==> src/rtl/gpr_pkg.sv <==
// Shared constants and types for the GPR write-port arbiter.
package gpr_pkg;

    localparam int GPR_DW    = 32;
    localparam int GPR_AW    = 5;
    localparam int GPR_NREGS = 2 ** GPR_AW;

    typedef enum logic {
        IDLE  = 1'b0,
        CLEAR = 1'b1
    } gpr_state_e;

endpackage

==> src/rtl/gpr_wr_arb_if.sv <==
// Requester, register-file write port and clear-control signals of gpr_wr_arb.
interface gpr_wr_arb_if #(
    parameter int DW = gpr_pkg::GPR_DW,
    parameter int AW = gpr_pkg::GPR_AW
);

    logic          req0;
    logic          req1;
    logic [AW-1:0] addr0;
    logic [AW-1:0] addr1;
    logic [DW-1:0] data0;
    logic [DW-1:0] data1;
    logic          clr_req;

    logic [1:0]    gnt;
    logic          wr_en;
    logic [AW-1:0] wr_addr;
    logic [DW-1:0] wr_data;
    logic          busy;
    logic          clr_done;

    modport master (
        output req0, req1, addr0, addr1, data0, data1, clr_req,
        input  gnt, wr_en, wr_addr, wr_data, busy, clr_done
    );

    modport slave (
        input  req0, req1, addr0, addr1, data0, data1, clr_req,
        output gnt, wr_en, wr_addr, wr_data, busy, clr_done
    );

endinterface

==> src/rtl/gpr_wr_arb_rr_arb2.sv <==
// Two-way round-robin selector; ptr names the requester that wins a tie.
module rr_arb2 (
    input  logic [1:0] req,
    input  logic       ptr,
    output logic [1:0] gnt
);

    // NOTE: every output of a combinational block gets a default first, so no path leaves it unassigned and infers a latch.
    always_comb begin
        gnt = 2'b00;
        case (req)
            2'b01:   gnt = 2'b01;
            2'b10:   gnt = 2'b10;
            2'b11:   gnt = ptr ? 2'b10 : 2'b01;
            default: gnt = 2'b00;
        endcase
    end

endmodule

==> src/rtl/gpr_wr_arb.sv <==
// Arbitrates two requesters onto a register-file write port; define
// GPR_WR_ARB_CLEAR_EN to build in the sequenced register-file clear.
module gpr_wr_arb
    import gpr_pkg::*;
#(
    parameter int DW = GPR_DW,
    parameter int AW = GPR_AW
) (
    input  logic         clk,
    input  logic         rst,
    gpr_wr_arb_if.slave  bus
);

    gpr_state_e    state_q, state_d;
    logic          rr_ptr_q, rr_ptr_d;
    logic [1:0]    arb_gnt;
    logic [AW-1:0] sel_addr;
    logic [DW-1:0] sel_data;

    logic [1:0]    gnt_q, gnt_d;
    logic          wr_en_q, wr_en_d;
    logic [AW-1:0] wr_addr_q, wr_addr_d;
    logic [DW-1:0] wr_data_q, wr_data_d;
    logic          busy_q, busy_d;
    logic          clr_done_q, clr_done_d;

`ifdef GPR_WR_ARB_CLEAR_EN
    // Next address to clear; wrapping to 0 marks the clr_done cycle.
    logic [AW-1:0] clr_cnt_q, clr_cnt_d;
`endif

    rr_arb2 u_rr_arb2 (
        .req ({bus.req1, bus.req0}),
        .ptr (rr_ptr_q),
        .gnt (arb_gnt)
    );

    assign sel_addr = arb_gnt[0] ? bus.addr0 : bus.addr1;
    assign sel_data = arb_gnt[0] ? bus.data0 : bus.data1;

    always_comb begin
        state_d    = state_q;
        rr_ptr_d   = rr_ptr_q;
        gnt_d      = 2'b00;
        wr_en_d    = 1'b0;
        wr_addr_d  = '0;
        wr_data_d  = '0;
        busy_d     = 1'b0;
        clr_done_d = 1'b0;
`ifdef GPR_WR_ARB_CLEAR_EN
        clr_cnt_d  = clr_cnt_q;
`endif

        case (state_q)
            IDLE: begin
`ifdef GPR_WR_ARB_CLEAR_EN
                if (bus.clr_req) begin
                    state_d   = CLEAR;
                    wr_en_d   = 1'b1;
                    wr_addr_d = AW'(1);
                    busy_d    = 1'b1;
                    clr_cnt_d = AW'(2);
                end else
`endif
                if (arb_gnt != 2'b00) begin
                    gnt_d    = arb_gnt;
                    // Priority passes to the requester that did not just win.
                    rr_ptr_d = arb_gnt[0];
                    if (sel_addr != '0) begin
                        wr_en_d   = 1'b1;
                        wr_addr_d = sel_addr;
                        wr_data_d = sel_data;
                    end
                end
            end
`ifdef GPR_WR_ARB_CLEAR_EN
            CLEAR: begin
                if (clr_cnt_q != '0) begin
                    wr_en_d   = 1'b1;
                    wr_addr_d = clr_cnt_q;
                    busy_d    = 1'b1;
                    clr_cnt_d = clr_cnt_q + AW'(1);
                end else begin
                    clr_done_d = 1'b1;
                    state_d    = IDLE;
                end
            end
`endif
            default: state_d = IDLE;
        endcase
    end

    // NOTE: sequential state is updated with non-blocking assignments so every register samples pre-edge values.
    always_ff @(posedge clk or posedge rst) begin
        if (rst) begin
            state_q    <= IDLE;
            rr_ptr_q   <= 1'b0;
            gnt_q      <= 2'b00;
            wr_en_q    <= 1'b0;
            wr_addr_q  <= '0;
            wr_data_q  <= '0;
            busy_q     <= 1'b0;
            clr_done_q <= 1'b0;
        end else begin
            state_q    <= state_d;
            rr_ptr_q   <= rr_ptr_d;
            gnt_q      <= gnt_d;
            wr_en_q    <= wr_en_d;
            wr_addr_q  <= wr_addr_d;
            wr_data_q  <= wr_data_d;
            busy_q     <= busy_d;
            clr_done_q <= clr_done_d;
        end
    end

`ifdef GPR_WR_ARB_CLEAR_EN
    always_ff @(posedge clk or posedge rst) begin
        if (rst) begin
            clr_cnt_q <= '0;
        end else begin
            clr_cnt_q <= clr_cnt_d;
        end
    end

    assign bus.busy     = busy_q;
    assign bus.clr_done = clr_done_q;
`else
    assign bus.busy     = 1'b0;
    assign bus.clr_done = 1'b0;
`endif

    assign bus.gnt     = gnt_q;
    assign bus.wr_en   = wr_en_q;
    assign bus.wr_addr = wr_addr_q;
    assign bus.wr_data = wr_data_q;

endmodule

==> src/flat_wrapper.sv <==
// flat-port wrapper written by rule: the top's interface ports become plain ports
module gpr_wr_arb_flat import gpr_pkg::*;
#(
    parameter int DW = GPR_DW,
    parameter int AW = GPR_AW
)
  (clk, rst, bus_req0, bus_req1, bus_addr0, bus_addr1, bus_data0, bus_data1, bus_clr_req, bus_gnt, bus_wr_en, bus_wr_addr, bus_wr_data, bus_busy, bus_clr_done);
  gpr_wr_arb_if #(.DW(DW), .AW(AW)) bus_i ();
  input  logic clk;
  input  logic rst;
  input wire logic [$bits(bus_i.req0)-1:0] bus_req0;
  input wire logic [$bits(bus_i.req1)-1:0] bus_req1;
  input wire logic [$bits(bus_i.addr0)-1:0] bus_addr0;
  input wire logic [$bits(bus_i.addr1)-1:0] bus_addr1;
  input wire logic [$bits(bus_i.data0)-1:0] bus_data0;
  input wire logic [$bits(bus_i.data1)-1:0] bus_data1;
  input wire logic [$bits(bus_i.clr_req)-1:0] bus_clr_req;
  output wire logic [$bits(bus_i.gnt)-1:0] bus_gnt;
  output wire logic [$bits(bus_i.wr_en)-1:0] bus_wr_en;
  output wire logic [$bits(bus_i.wr_addr)-1:0] bus_wr_addr;
  output wire logic [$bits(bus_i.wr_data)-1:0] bus_wr_data;
  output wire logic [$bits(bus_i.busy)-1:0] bus_busy;
  output wire logic [$bits(bus_i.clr_done)-1:0] bus_clr_done;
  assign bus_i.req0 = bus_req0;
  assign bus_i.req1 = bus_req1;
  assign bus_i.addr0 = bus_addr0;
  assign bus_i.addr1 = bus_addr1;
  assign bus_i.data0 = bus_data0;
  assign bus_i.data1 = bus_data1;
  assign bus_i.clr_req = bus_clr_req;
  assign bus_gnt = bus_i.gnt;
  assign bus_wr_en = bus_i.wr_en;
  assign bus_wr_addr = bus_i.wr_addr;
  assign bus_wr_data = bus_i.wr_data;
  assign bus_busy = bus_i.busy;
  assign bus_clr_done = bus_i.clr_done;
  gpr_wr_arb #(.DW(DW), .AW(AW)) u_core (.clk(clk), .rst(rst), .bus(bus_i));
endmodule
==> config.mk <==
export PLATFORM = sky130hd
export DESIGN_NAME = gpr_wr_arb_flat
export DESIGN_NICKNAME = d
export VERILOG_FILES = /design/src/rtl/gpr_pkg.sv /design/src/rtl/gpr_wr_arb_if.sv /design/src/rtl/gpr_wr_arb_rr_arb2.sv /design/src/rtl/gpr_wr_arb.sv /design/src/flat_wrapper.sv
export SDC_FILE = /design/constraint.sdc
export NUM_CORES = 1
export LEC_CHECK = 0
export ABC_AREA = 0
export BUFFER_PORTS_ARGS = -buffer_cell sky130_fd_sc_hd__buf_4
export CORE_AREA = 4 4 80 82
export CTS_CLUSTER_DIAMETER = 40
export CTS_CLUSTER_SIZE = 28
export DETAILED_ROUTE_END_ITERATION = 12
export DIE_AREA = 0 0 84 86
export HOLD_SLACK_MARGIN = 0.1
export PLACE_DENSITY_LB_ADDON = 0.2
export SYNTH_ARGS = -nofsm -noshare
export SYNTH_HDL_FRONTEND = slang
export SYNTH_HIERARCHICAL = 1
export SYNTH_SLANG_ARGS = --single-unit
==> constraint.sdc <==
create_clock -name clk -period 4.79 [get_ports clk]
set_clock_uncertainty 0.15 [all_clocks]
set_input_delay 0.479 -clock clk [delete_from_list [all_inputs] [get_ports clk]]
set_output_delay 0.479 -clock clk [all_outputs]
set_load 0.01 [all_outputs]
==> flow_summary_export.csv, run 1 <==
group,metric,value,unit
layout,fin_nets,331,
place,hpwl,3530,microns
worst_setup_path,worstPathRequired,4.80,ns
layout,final_core_util,46.3,%
routing,drt_first_pass_iters,4,
worst_setup_path,crit_arrival,2.58,ns
timing,fmax,388,MHz
power,max-vdd-ir-drop,0.134,mV
global_routing,met1_usage,14.8,%
clocking,cts.reportedPaths.clkPinSlew,0.07,ns
synth,syn_avg_cell_area,12.0,sq um
global_routing,grt_max_degree,42,
routing,vias_per_cell,4.53,
clocking,clk_latency,0.28,ns
synth,synth.largest_area_cell,"dfrtp_1",
timing,tns,0,ns
timing,worst_slack,2.21,ns
synth,yosys_warnings,6,
synth,yosysSeqAreaShare,62.1,%
worst_setup_path,slowest_stage,"a21boi_4",
routing,ant_nets,0,
global_routing,grtUsageMet3,5.48,%
timing,whs,0.165,ns
synth,synth_most_common_cell,"dfrtp_1",
place,pre_cts_slack,2.02,ns
synth,ys_async_sr_fraction,100,%
worst_setup_path,crit_chain,"a21boi_4, buf_4, nand2b_1, o32ai_4, buf_4, nor2_1",
timing,hold_viol,0,
worst_setup_path,cpPeakStageDelay,0.50,ns
synth,synth.distinct_cells,20,
floorplanning,io_pins,121,
place,routabilityCongestion,0.727,
power,power.density,300,nW/um^2
power,p_total,0.799,mW
routing,wl,4660,microns
clocking,cts_setup_buffers,0,
layout,area_delta_synth_final,61.0,%
floorplanning,die_h,86,microns
routing,drc,0,
timing,drv_slew,0,
synth,ys_seq_elements,41,
synth,synth_area,1650,sq um
global_routing,grt.busiest_layer,"met2",
worst_setup_path,cp-start-kind,"register",
layout,diodes,0,
floorplanning,start_util,28.8,%
timing,period_needed,2.58,ns
clocking,tritoncts,"done",
global_routing,antenna_found_initial,0,
synth,ys.flop_type,"dfrtp_1",
worst_setup_path,crit_buf_inv,2,
place,io_buffers,117,
synth,yosys-top-cells-area,"dfrtp_1 (62%), a22oi_1 (15%), nor2_1 (5.0%)",
clocking,cts-root-buf,"clkbuf_8",
routing,wire_per_inst,14.2,microns
power,p_leak,1.38,nW
routing,drt_iter0_drc,35,
global_routing,grt_util_met2,22.1,%
clocking,cts_max_level,2,
floorplanning,rows,28,
worst_hold_path,hold_path_class,"primary input to async pin",
worst_setup_path,crit_fanout,24,
synth,synth_edf_count,0,
worst_setup_path,path_delay_family,"compound AO/OA/AOI/OAI gates",
job,maxCapViolations,0,
floorplanning,coreArea,5750,sq um
clocking,cts_resized,0,
clocking,cts_buffer_depth,2,
clocking,ctsHoldBuffers,0,
global_routing,overflow,0,
global_routing,grt_pass1_vias,1466,
clocking,cts_buffers,5,
worst_setup_path,critPathKind,"register to register",
timing,period_share,53.8,%
worst_setup_path,cp_common_cell,"buf_4",
synth,yosys.area.top_type_share,62.1,%
clocking,cts.sinks,41,
synth,ys_top_cells_by_count,"dfrtp_1 (41), a22oi_1 (32), nor2_1 (22)",
global_routing,grt_pass1_wl,7360,microns
timing,relSlewSlack,52.2,%
worst_setup_path,end_kind,"register",
timing,rsz0062_at_grt,"false",
floorplanning,dieArea,7220,sq um
layout,final_layout_size_suffix_gt1_share,55.3,%
routing,vias,1485,
outcome,status,"complete, no violations",
global_routing,grt_use_total,13.0,%
timing,worst-slew-pin-transition,0.714,ns
timing,setup_viol,0,
floorplanning,die_x,84,microns
synth,syn-instance-count,138,
cell type report:
type | count | area, sq um
flip-flops and latches | 41 | 1030
inverters | 3 | 11.3
fillers | 571 | 3080
clock buffers | 8 | 80.1
repair buffers | 121 | 908
multi-input cells | 80 | 542
well taps | 75 | 93.8
routing by layer:
layer | routed length (microns) | vias up
met5 | 0 | -
met4 | 51 | 0
met3 | 399 | 4
met2 | 2410 | 61
met1 | 1800 | 712
li1 | - | 708
state kept, by name, summed over array words and instances, names as in the netlist:
register            flops
u_core/bus.gnt          2
u_core/bus.wr_data     32
u_core/rr_ptr_q         1
u_core/bus.wr_en        1
u_core/bus.wr_addr      5
stage by stage:
stage | area, sq um | cells
final | 2660 | 328
after global routing | 2660 | 328
after CTS | 2660 | 328
after detailed placement | 2580 | 320
after global placement | 2580 | 320
after floorplan | 1660 | 139
final timing paths:
path / start / end / cells after the start / slack [ns]
worst max-delay path: u_core/rr_ptr_q$_DFFE_PP0N_ / u_core/bus.wr_data[0]$_DFF_PP0_ / 6 / 2.21
worst min-delay path: rst / u_core/bus.wr_data[14]$_DFF_PP0_ / 3 / 0.16
worst max register to register: u_core/rr_ptr_q$_DFFE_PP0N_ / u_core/bus.wr_data[0]$_DFF_PP0_ / 6 / 2.21
worst min register to register: u_core/rr_ptr_q$_DFFE_PP0N_ / u_core/rr_ptr_q$_DFFE_PP0N_ / 1 / 0.42
max in group asynchronous: rst / u_core/bus.wr_addr[3]$_DFF_PP0_ / 3 / 3.96
min in group clk: bus_req0 / u_core/bus.gnt[1]$_DFF_PP0_ / 2 / 0.26
cells in the final DEF (no fill, tap or decap):
master    count
or4_1         1
nand2b_1      1
buf_4       121
or4_4         1
a221o_1       1
a21boi_4      1
inv_1         2
o32ai_4       1
nor2_1       22
clkbuf_1      3
nor2_2       10
conb_1        2
a21boi_1      1
clkinv_1      1
clkbuf_8      5
nor2b_2       1
a22o_1        5
a22oi_1      32
dfrtp_1      41
a21o_1        1
worst min-delay path, cell delays in order:
cell and delay, ns:
buf_4 0.11, clkinv_1 0.03, buf_4 0.43
logic make-up after synthesis:
kind of cell / share of synthesized area (%)
buffers and inverters: 6.21
flip-flops: 62.1
other: 0.227
AND/OR/NAND/NOR: 10.7
AO/OA/AOI/OAI: 20.8
report_power, final:
group / leakage (nW) / switching [mW] / internal, mW
clock: 0.0395 / 0.103 / 0.103
sequential: 0.519 / 0.0106 / 0.381
combinational: 0.819 / 0.0909 / 0.110
Power figures use the tool's default switching activity.
==> run 2: changes to the inputs <==
clock period = 2.5 ns   (was 4.79 ns; I/O delays follow)
==> flow_summary_export.csv, run 2 (synthesized netlist as in run 1, its figures left out) <==
group,metric,value,unit
timing,worst_slack,0.0678,ns
worst_setup_path,end_kind,"register",
timing,period_share,97.3,%
layout,diodes,0,
clocking,tritoncts,"done",
clocking,cts_buffers,5,
routing,vias_per_cell,4.62,
routing,vias,1861,
place,io_buffers,117,
timing,worst-slew-pin-transition,1.01,ns
worst_setup_path,crit_arrival,2.45,ns
layout,stdcell_area,3440,sq um
floorplanning,rows,28,
timing,relSlewSlack,32.6,%
floorplanning,start_util,28.8,%
timing,period_needed,2.43,ns
layout,final_layout_size_suffix_gt1_share,43.6,%
power,p_total,1.67,mW
floorplanning,dieArea,7220,sq um
place,hpwl,3690,microns
layout,fill_cells,497,
clocking,cts_max_level,2,
clocking,cts.sinks,41,
clocking,cts-root-buf,"clkbuf_8",
layout,multi_input_area,558,sq um
layout,fin_nets,407,
worst_setup_path,r2r_cells,4,
layout,layout.area.seq,1030,sq um
timing,setup_viol,0,
routing,ant_nets,0,
floorplanning,io_pins,121,
floorplanning,die_h,86,microns
power,power.density,486,nW/um^2
routing,wire_per_inst,16.1,microns
layout,largest_reg_flops,32,
floorplanning,coreArea,5750,sq um
clocking,cts.reportedPaths.clkPinSlew,0.06,ns
layout,final_cells,403,
global_routing,antenna_found_initial,0,
worst_hold_path,hold_path_class,"primary input to register",
global_routing,overflow,0,
routing,drc,0,
timing,drv_slew,0,
place,routabilityCongestion,0.750,
layout,area_delta_synth_final,108,%
layout,layout_commonest_cell,"buf_4",
routing,wl,6500,microns
routing,drt_first_pass_iters,4,
layout,most-common-layout-cells,"buf_4 (121), dlygate4sd3_1 (74), dfrtp_1 (41), a22oi_1 (32), nor2_1 (22)",
job,maxCapViolations,0,
timing,hold_viol,0,
place,pre_cts_slack,0.307,ns
global_routing,grt_max_degree,28,
clocking,cts_buffer_depth,2,
power,max-vdd-ir-drop,0.238,mV
worst_setup_path,crit_fanout,17,
timing,fmax,411,MHz
global_routing,grt_pass1_wl,9760,microns
worst_setup_path,reg2reg_slack,0.27,ns
clocking,clk_latency,0.28,ns
floorplanning,die_x,84,microns
place,dp.cells,321,
worst_setup_path,critPathKind,"primary input to register",
worst_setup_path,cp-start-kind,"primary input",
place,placed_cell_area,2600,sq um
worst_setup_path,worstPathRequired,2.51,ns
routing,drt_iter0_drc,67,
global_routing,grt_use_total,17.3,%
timing,tns,0,ns
global_routing,grt_pass1_vias,2024,
worst_hold_path,hold_depth,3,
outcome,status,"complete, no violations",
timing,rsz0062_at_grt,"false",
power,p_leak,1.71,nW
[run 2: final timing paths]
path | from | endpoint
setup / recovery | bus_addr1[3] | u_core/bus.wr_data[13]$_DFF_PP0_
hold / removal | bus_data1[17] | u_core/bus.wr_data[17]$_DFF_PP0_
setup reg to reg | u_core/rr_ptr_q$_DFFE_PP0N_ | u_core/bus.wr_addr[0]$_DFF_PP0_
hold reg to reg | u_core/rr_ptr_q$_DFFE_PP0N_ | u_core/rr_ptr_q$_DFFE_PP0N_
max in group asynchronous | rst | u_core/bus.wr_data[19]$_DFF_PP0_
min in group asynchronous | rst | u_core/bus.wr_data[14]$_DFF_PP0_
[run 2: layout make-up]
class                           instances  area share [%]
Timing Repair Buffer                  196            48.5
Tap cell                               75            2.72
Sequential cell                        41            29.8
Multi-Input combinational cell         81            16.2
Inverter                                3           0.327
Clock buffer                            7            2.51
[run 2: critical path, stage by stage]
cell and delay [ns]:
dlygate4sd3_1 0.55, buf_4 0.14, or4_4 0.55, o32ai_4 0.64, buf_12 0.24, nor2_1 0.06
[run 2: repair_timing]
item / in CTS / in global routing
endpoints found under the hold margin: 63 / 0
endpoints found under the setup margin: 0 / 2
hold buffers: 74 / 0
setup buffers: 0 / 0
resized for setup: 0 / 1
[run 2: report_power, final]
| part | total (mW) | leakage (nW) | switching (mW) | internal, mW |
|---|---|---|---|---|
| sequential | 0.754 | 0.519 | 0.0230 | 0.731 |
| clock | 0.417 | 0.0443 | 0.198 | 0.219 |
| combinational | 0.502 | 1.14 | 0.209 | 0.293 |
[run 2: per-layer routing]
layer | up-vias | routed length (microns) | GRT usage (%) | part of all wire, %
met2 | 82 | 3590 | 32.4 | 55
li1 | 861 | - | - | -
met5 | - | 0 | 0 | 0
met1 | 898 | 2330 | 17.8 | 36
met3 | 20 | 349 | 4.61 | 5.4
met4 | 0 | 238 | 8.04 | 3.7
[run 2: through the flow]
| step | util (%) | hold slack [ns] |
|---|---|---|
| finish | 60.0 | 0.141 |
| global placement | 45.3 | 0.246 |
| floorplan | - | 0.233 |
| CTS | 59.7 | 0.101 |
| global route | 60.0 | 0.154 |
| detailed placement | 45.3 | 0.257 |
==> run 3: changes to the inputs <==
PLACE_DENSITY = 0.69   (was not set)
PLACE_DENSITY_LB_ADDON = not set   (was 0.2)
==> flow_summary_export.csv, run 3 (synthesized netlist as in run 1, its figures left out) <==
group,metric,value,unit
global_routing,antenna_found_initial,0,
layout,fill_cells,507,
worst_setup_path,slowest_stage,"dlygate4sd3_1",
layout,diodes,0,
clocking,cts-root-buf,"clkbuf_8",
worst_setup_path,worstPathRequired,2.57,ns
timing,period_needed,2.30,ns
clocking,cts_max_level,2,
floorplanning,dieArea,7220,sq um
place,io_buffers,117,
timing,rsz0062_at_grt,"false",
clocking,tritoncts,"done",
clocking,cts.sinks,41,
timing,hold_viol,0,
routing,vias,1839,
floorplanning,die_x,84,microns
layout,most-common-layout-cells,"buf_4 (124), dlygate4sd3_1 (73), dfrtp_1 (41), a22oi_1 (32), nor2_1 (22)",
timing,period_share,92.0,%
layout,area_delta_synth_final,108,%
floorplanning,rows,28,
worst_setup_path,crit_chain,"dlygate4sd3_1, buf_4, a21boi_1, nor2b_2, buf_4, a22oi_1, dlygate4sd3_1, nor2_1",
clocking,cts_buffer_depth,2,
timing,setup_viol,0,
timing,tns,0,ns
timing,fmax,435,MHz
routing,ant_nets,0,
clocking,clk_latency,0.28,ns
routing,vias_per_cell,4.55,
power,power.density,508,nW/um^2
worst_setup_path,crit_fanout,22,
place,routabilityCongestion,0.747,
job,maxCapViolations,0,
global_routing,grt_pass1_vias,2010,
layout,largest_reg_flops,32,
routing,drt_iter0_drc,52,
layout,final_cells,404,
power,p_total,1.75,mW
clocking,cts.reportedPaths.clkPinSlew,0.08,ns
worst_setup_path,end_kind,"register",
place,hpwl,3740,microns
routing,wire_per_inst,15.3,microns
global_routing,grt_use_total,17.0,%
power,max-vdd-ir-drop,0.243,mV
floorplanning,start_util,28.8,%
global_routing,grt_pass1_wl,9610,microns
power,p_leak,1.68,nW
timing,relSlewSlack,65.5,%
floorplanning,io_pins,121,
clocking,cts_setup_buffers,0,
layout,layout_commonest_cell,"buf_4",
worst_setup_path,cp-start-kind,"primary input",
routing,drt_first_pass_iters,4,
floorplanning,die_h,86,microns
floorplanning,coreArea,5750,sq um
global_routing,overflow,0,
routing,drc,0,
clocking,cts_buffers,5,
layout,fin_nets,407,
place,dp.cells,323,
global_routing,grt_max_degree,42,
worst_hold_path,hold_path_class,"primary input to register",
worst_setup_path,cpPeakStageDelay,0.58,ns
timing,worst-slew-pin-transition,0.518,ns
timing,drv_slew,0,
worst_setup_path,critPathKind,"primary input to register",
routing,wl,6200,microns
outcome,status,"complete, no violations",
worst_setup_path,crit_arrival,2.37,ns
layout,final_layout_size_suffix_gt1_share,44.4,%
-- run 3: cell count changes in the layout (fill, tap and decap cells not counted), sizes merged --
cell	delta
buf	+2
a21boi	-1
clkinv	+1
dlygate4sd3	-1
-- run 3: worst paths after layout --
check	to	from	cells past startpoint	slack, ns
worst max-delay path	u_core/bus.wr_data[29]$_DFF_PP0_	bus_req0	8	0.20
min in group asynchronous	u_core/bus.wr_data[11]$_DFF_PP0_	rst	4	0.50
worst min register to register	u_core/rr_ptr_q$_DFFE_PP0N_	u_core/rr_ptr_q$_DFFE_PP0N_	1	0.43
max in group asynchronous	u_core/bus.wr_data[16]$_DFF_PP0_	rst	4	1.33
worst min-delay path	u_core/bus.wr_data[27]$_DFF_PP0_	bus_data0[27]	3	0.11
worst max register to register	u_core/bus.wr_data[29]$_DFF_PP0_	u_core/rr_ptr_q$_DFFE_PP0N_	7	0.33
-- run 3: final cells by class --
type                            instances  area (sq um)  share of cell area, %
Tap cell                               75          93.8                   2.73
Clock inverter                          1          5.00                  0.146
Inverter                                3          11.3                  0.328
Sequential cell                        41          1030                   29.9
Clock buffer                            7          96.3                   2.80
Multi-Input combinational cell         80           542                   15.8
Timing Repair Buffer                  197          1660                   48.4
-- run 3: metrics by stage --
step	hold WS, ns	util, %	instance area, sq um	worst slack (ns)
after floorplan	0.233	-	1660	0.495
after global placement	0.259	45.3	2600	0.716
after detailed placement	0.263	45.3	2600	0.668
after CTS	0.105	59.8	3440	0.221
after global routing	0.102	59.8	3440	0.0596
final	0.105	59.8	3440	0.201
-- run 3: repair_timing --
action	4_1_cts	5_1_grt
gates resized for setup	0	0
hold buffers	73	0
hold endpoints to repair	79	0
-- run 3: power by group --
group | switching (mW) | internal [mW]
Clock | 0.215 | 0.249
Sequential | 0.0217 | 0.730
Combinational | 0.208 | 0.322
Total | 0.445 | 1.30
-- run 3: layer usage --
metal | wire, microns | GRT usage, % | part of all wire, %
met1 | 2120 | 15.9 | 34
met4 | 130 | 7.02 | 2.1
met3 | 362 | 4.71 | 5.8
met5 | 0 | 0 | 0
met2 | 3590 | 34.2 | 58
-- run 3: critical path, delay by kind of cell --
kind / cells / cell delay, ns
and+or+nand+nor: 2 / 0.28
AOI/OAI and AO/OA: 2 / 0.31
buffers and inverters: 4 / 1.52
